==> src/rtl/cook_timer.sv <==
// cook_timer: microwave cook-time countdown.
//
// Keypad digits shift into an mm:ss BCD register. The register counts down
// once per second while the magnetron is on and pauses while it is off.
// timer_done flags 00:00 and is used downstream as a magnetron reset term.
//
// Optional build macro COOK_TIMER_BEEP_EN: when defined, an end-of-cook beep
// lasting BEEP_SECS seconds is generated. When undefined, beep is tied low
// and no beep counter exists.
//
// state    | meaning
// ---------+-------------------------------------------
// ST_ENTRY | keypad accepted, count idle (beep may run)
// ST_COUNT | prescaler running, decrement on each tick
// ST_HOLD  | paused with time remaining, prescaler frozen
module cook_timer #(
  parameter int TICKS_PER_SEC = 1000,
  parameter int BEEP_SECS     = 3
) (
  input  logic       clk,
  input  logic       rst,
  input  logic       digit_valid,
  input  logic [3:0] digit,
  input  logic       clearn,
  input  logic       mag_on,
  output logic [3:0] min_tens,
  output logic [3:0] min_ones,
  output logic [3:0] sec_tens,
  output logic [3:0] sec_ones,
  output logic       timer_done,
  output logic       running,
  output logic       beep
);

  localparam int PW = $clog2(TICKS_PER_SEC);
  localparam logic [PW-1:0] PRESC_MAX = PW'(TICKS_PER_SEC - 1);

  typedef enum logic [1:0] {
    ST_ENTRY = 2'd0,
    ST_COUNT = 2'd1,
    ST_HOLD  = 2'd2
  } state_t;

  state_t        state, state_nx;
  logic [PW-1:0] presc, presc_nx;
  logic [3:0]    mt_nx, mo_nx, st_nx, so_nx;
  logic [3:0]    dec_mt, dec_mo, dec_st, dec_so;
  logic          count_zero;
  logic          nx_zero;

`ifdef COOK_TIMER_BEEP_EN
  localparam int BW = (BEEP_SECS > 0) ? $clog2(BEEP_SECS + 1) : 1;
  logic          beep_nx;
  logic [BW-1:0] bcnt, bcnt_nx;
`else
  logic unused_beep_cfg;
  assign unused_beep_cfg = (BEEP_SECS > 0);
  assign beep = 1'b0;
`endif

  assign count_zero = ({min_tens, min_ones, sec_tens, sec_ones} == 16'd0);
  assign nx_zero    = ({mt_nx, mo_nx, st_nx, so_nx} == 16'd0);

  // One-second BCD decrement of the current count, borrowing mm:ss style.
  always_comb begin
    dec_mt = min_tens;
    dec_mo = min_ones;
    dec_st = sec_tens;
    dec_so = sec_ones - 4'd1;
    if (sec_ones == 4'd0) begin
      dec_so = 4'd9;
      if (sec_tens == 4'd0) begin
        dec_st = 4'd5;
        if (min_ones == 4'd0) begin
          dec_mo = 4'd9;
          dec_mt = min_tens - 4'd1;
        end else begin
          dec_mo = min_ones - 4'd1;
        end
      end else begin
        dec_st = sec_tens - 4'd1;
      end
    end
  end

  // Next-state, prescaler, digit and beep update; clear beats everything.
  always_comb begin
    state_nx = state;
    presc_nx = presc;
    mt_nx    = min_tens;
    mo_nx    = min_ones;
    st_nx    = sec_tens;
    so_nx    = sec_ones;
`ifdef COOK_TIMER_BEEP_EN
    beep_nx  = beep;
    bcnt_nx  = bcnt;
`endif
    if (!clearn) begin
      state_nx = ST_ENTRY;
      presc_nx = '0;
      mt_nx    = 4'd0;
      mo_nx    = 4'd0;
      st_nx    = 4'd0;
      so_nx    = 4'd0;
`ifdef COOK_TIMER_BEEP_EN
      beep_nx  = 1'b0;
`endif
    end else begin
      case (state)
        ST_ENTRY: begin
`ifdef COOK_TIMER_BEEP_EN
          // the prescaler free-runs only to time the beep
          if (beep) begin
            if (presc == PRESC_MAX) begin
              presc_nx = '0;
              bcnt_nx  = bcnt - BW'(1);
              if (bcnt <= BW'(1)) beep_nx = 1'b0;
            end else begin
              presc_nx = presc + PW'(1);
            end
          end
`endif
          if (digit_valid && (digit <= 4'd9)) begin
            mt_nx = min_ones;
            mo_nx = sec_tens;
            st_nx = sec_ones;
            so_nx = digit;
`ifdef COOK_TIMER_BEEP_EN
            beep_nx = 1'b0;
`endif
          end
          if (mag_on && !count_zero) begin
            state_nx = ST_COUNT;
            presc_nx = '0;
`ifdef COOK_TIMER_BEEP_EN
            beep_nx  = 1'b0;
`endif
          end
        end
        ST_COUNT: begin
          if (presc == PRESC_MAX) begin
            presc_nx = '0;
            if (!count_zero) begin
              mt_nx = dec_mt;
              mo_nx = dec_mo;
              st_nx = dec_st;
              so_nx = dec_so;
            end
          end else begin
            presc_nx = presc + PW'(1);
          end
          if (nx_zero) begin
            state_nx = ST_ENTRY;
`ifdef COOK_TIMER_BEEP_EN
            beep_nx  = 1'b1;
            bcnt_nx  = BW'(BEEP_SECS);
`endif
          end else if (!mag_on) begin
            state_nx = ST_HOLD;
          end
        end
        ST_HOLD: begin
          if (mag_on) state_nx = ST_COUNT;
        end
        default: begin
          state_nx = ST_ENTRY;
        end
      endcase
    end
  end

  // State and output registers; flags are registered from next-state values.
  always_ff @(posedge clk) begin
    if (rst) begin
      state      <= ST_ENTRY;
      presc      <= '0;
      min_tens   <= 4'd0;
      min_ones   <= 4'd0;
      sec_tens   <= 4'd0;
      sec_ones   <= 4'd0;
      timer_done <= 1'b1;
      running    <= 1'b0;
`ifdef COOK_TIMER_BEEP_EN
      beep       <= 1'b0;
      bcnt       <= '0;
`endif
    end else begin
      state      <= state_nx;
      presc      <= presc_nx;
      min_tens   <= mt_nx;
      min_ones   <= mo_nx;
      sec_tens   <= st_nx;
      sec_ones   <= so_nx;
      timer_done <= nx_zero;
      running    <= (state_nx == ST_COUNT);
`ifdef COOK_TIMER_BEEP_EN
      beep       <= beep_nx;
      bcnt       <= bcnt_nx;
`endif
    end
  end

endmodule

==> config.mk <==
export PLATFORM = sky130hd
export DESIGN_NAME = cook_timer
export DESIGN_NICKNAME = d
export VERILOG_FILES = /design/src/rtl/cook_timer.sv
export SDC_FILE = /design/constraint.sdc
export NUM_CORES = 1
export LEC_CHECK = 0
export ABC_AREA = 1
export CORE_MARGIN = 2
export CORE_UTILIZATION = 35
export DETAILED_ROUTE_END_ITERATION = 12
export GPL_ROUTABILITY_DRIVEN = 0
export PLACE_DENSITY = 0.54
export SKIP_CTS_REPAIR_TIMING = 1
export SLEW_MARGIN = 25
export SYNTH_ARGS = -nofsm -noshare
export SYNTH_HDL_FRONTEND = slang
export SYNTH_SLANG_ARGS = --single-unit
==> constraint.sdc <==
create_clock -name clk -period 3.6 [get_ports clk]
set_input_delay 0.72 -clock clk [delete_from_list [all_inputs] [get_ports clk]]
set_output_delay 0.72 -clock clk [all_outputs]
set_load 0.02 [all_outputs]
==> metrics.cfg <==
[finish]
multi_input_area_sq_um=1490
final_area_sq_um=2750
seq_area_sq_um=601
fillers=685
drive_gt1_frac=0.133
diodes=0
nNetsFinal=413
syn2layout_area_growth_pct=17.5

[die]
core_sq_um=6420
rows=29
initial_utilization=0.364
die_area_sq_um=7350
fp.dieH_microns=85.8
die_w_microns=85.8
pin_count=28

[run]
drv_cap=0

[drt]
ant_nets=0
via_per_inst=5.36
drt_iter0_drc=219
wire_per_inst_microns=15.0
drc=0
firstDrtPassIters=7
vias=2553
wirelength_microns=7150

[place]
placed_area_sq_um=2660
portBuffers=26
hpwl_microns=5410

[timing]
hold_viol=0
finalSetupViolations=0
min_period_ps=2700
final_max_slew_viol_count=0
slew_headroom=0.444
grt_setup_unrepaired=false
worst_pin_slew_ps=833
tns_ps=0
skew_ps=3.51
finalCritPeriodShare=0.749
fmax_mhz=371

[cts]
root_buffer=clkbuf_8
clk_pin_slew_worst_paths_ps=70
clockBufferDepth=2
clock_sinks=30
cts_made_buffers=5
clock_latency_ps=290
cts_tree=yes
htreeDepth=2

[logic_synthesis]
yosys-top-cells-area=dfxtp_1 (26%), nand2_1 (14%), a21oi_1 (9.0%), nand3_1 (7.7%), inv_1 (5.6%)
synth_top_area_cell=dfxtp_1
async_reset_ff_frac=0
synth_common_cells=nand2_1 (90), a21oi_1 (42), nand3_1 (36)
ys_warn_count=0
syn_nets=387
synthCells=372
ys_seq_elements=30
synth_edf_count=0
ys_seq_area_frac=0.257
avgSynthCellArea_sq_um=6.29
yosysUniqueCellTypes=35
synthFlopType=dfxtp_1
yosysMostFrequentCell=nand2_1
syn_area_sq_um=2340
synth_top_area_frac=0.257

[grt]
grt_use_total=0.202
grt_pass1_wl_microns=11600
grt_pass1_vias=2252
grt_antenna_before_repair=0
overflow=0
grt_max_degree=18

[critical_path]
crit_top_cell=nand2_1
cp_data_required_time_ps=3780
rr_startpoint=sec_ones[0]
critPathLaunch=digit[1]
crit_type=input pin to flip-flop
cpPeakStageDelay_ps=430
endpoint_kind=flip-flop
arrival_ps=2880
crit_path_cell_trace=clkdlybuf4s50_1 > o21ai_2 > nand2_1 > inv_2 > nand2_1 > o21ai_0 > a21oi_1 > nand2_1 > nand2_1 > nor2_2 > nand4_2 > nand2_2 > a21oi_1
crit_path_top_delay_cell=clkdlybuf4s50_1
startpoint_type=input pin
worst-path-max-fanout=15

[worst_hold_path]
hp-class=flip-flop to flip-flop
min_from=presc[1]

[power]
p_per_area_nw_per_um2=355
ir_worst_vdd_v=0.000208
leakage_nw=1.13

[run_status]
outcome=finished, final reports clean

-- metrics by stage --
stage	utilization	setup WS, ps	std cells	total power, W	hold slack, ps
after global routing	0.428	662	476	0.00103	510
after floorplan	-	1540	372	0.000595	453
final	0.428	902	476	0.000975	492
after global placement	0.413	704	468	0.000677	478
after CTS	0.428	937	476	0.000976	494
after detailed placement	0.413	628	468	0.000677	484
-- registers in the layout, summed over array words and instances (netlist names) --
register	cells
sec_ones	4
state	2
min_tens	4
presc	10
timer_done	1
sec_tens	4
min_ones	4
running	1
-- report_power, final --
part | internal (W) | switching (W)
Clock | 0.000154 | 0.000148
Combinational | 0.000106 | 0.000208
Sequential | 0.000343 | 0.0000168
Total | 0.000603 | 0.000372
-- path summary, 6_finish.rpt --
check | endpoint | slack [ps] | cells after the start
max reg2reg | running | 1140 | 15
min | presc[1] | 490 | 2
max | running | 900 | 13
min reg2reg | presc[1] | 490 | 2
-- worst max-delay path, delay by kind of cell --
| kind | cells | cell delay (ps) |
|---|---|---|
| AO/OA/AOI/OAI | 4 | 470 |
| buffers and inverters | 2 | 700 |
| AND/OR/NAND/NOR | 7 | 970 |
-- final cells by class --
| cell class | instances | share of cell area |
|---|---|---|
| Timing Repair Buffer | 29 | 0.103 |
| Inverter | 50 | 0.0682 |
| Multi-Input combinational cell | 282 | 0.541 |
| Clock buffer | 6 | 0.0300 |
| Tap cell | 77 | 0.0350 |
| Sequential cell | 30 | 0.218 |
| Clock inverter | 2 | 0.00455 |
-- cells by family after synthesis --
| group | synth area share |
|---|---|
| and+or+nand+nor | 0.437 |
| AOI/OAI and AO/OA | 0.165 |
| adders and majority gates | 0.0321 |
| buffers and inverters | 0.107 |
| other | 0.00160 |
| DFF | 0.257 |
-- layer usage --
metal	routed length (microns)	vias to the layer above	global-route usage
li1	-	1275	-
met1	3430	1162	0.295
met2	3010	98	0.294
met3	500	18	0.0395
met4	205	0	0.0750
met5	0	-	0
-- layout by cell type, fill, tap and decap left out, types with 2 or more instances in the layout --
cell / count
ha_1: 6
buf_4: 3
nand3_2: 3
nand2_4: 3
nand2_2: 5
nor2_8: 2
nor2_2: 5
clkdlybuf4s50_1: 26
a31oi_1: 2
nor2_1: 33
o211ai_1: 3
a21oi_1: 42
clkinv_1: 4
inv_2: 11
inv_1: 35
o21ai_1: 3
nand3_1: 36
o21ai_0: 19
nand3_4: 3
nand2_1: 90
clkbuf_8: 6
dfxtp_1: 30
nand4_1: 5
nor2_4: 4
nor3_1: 10
(Power assumes the default switching activity.)
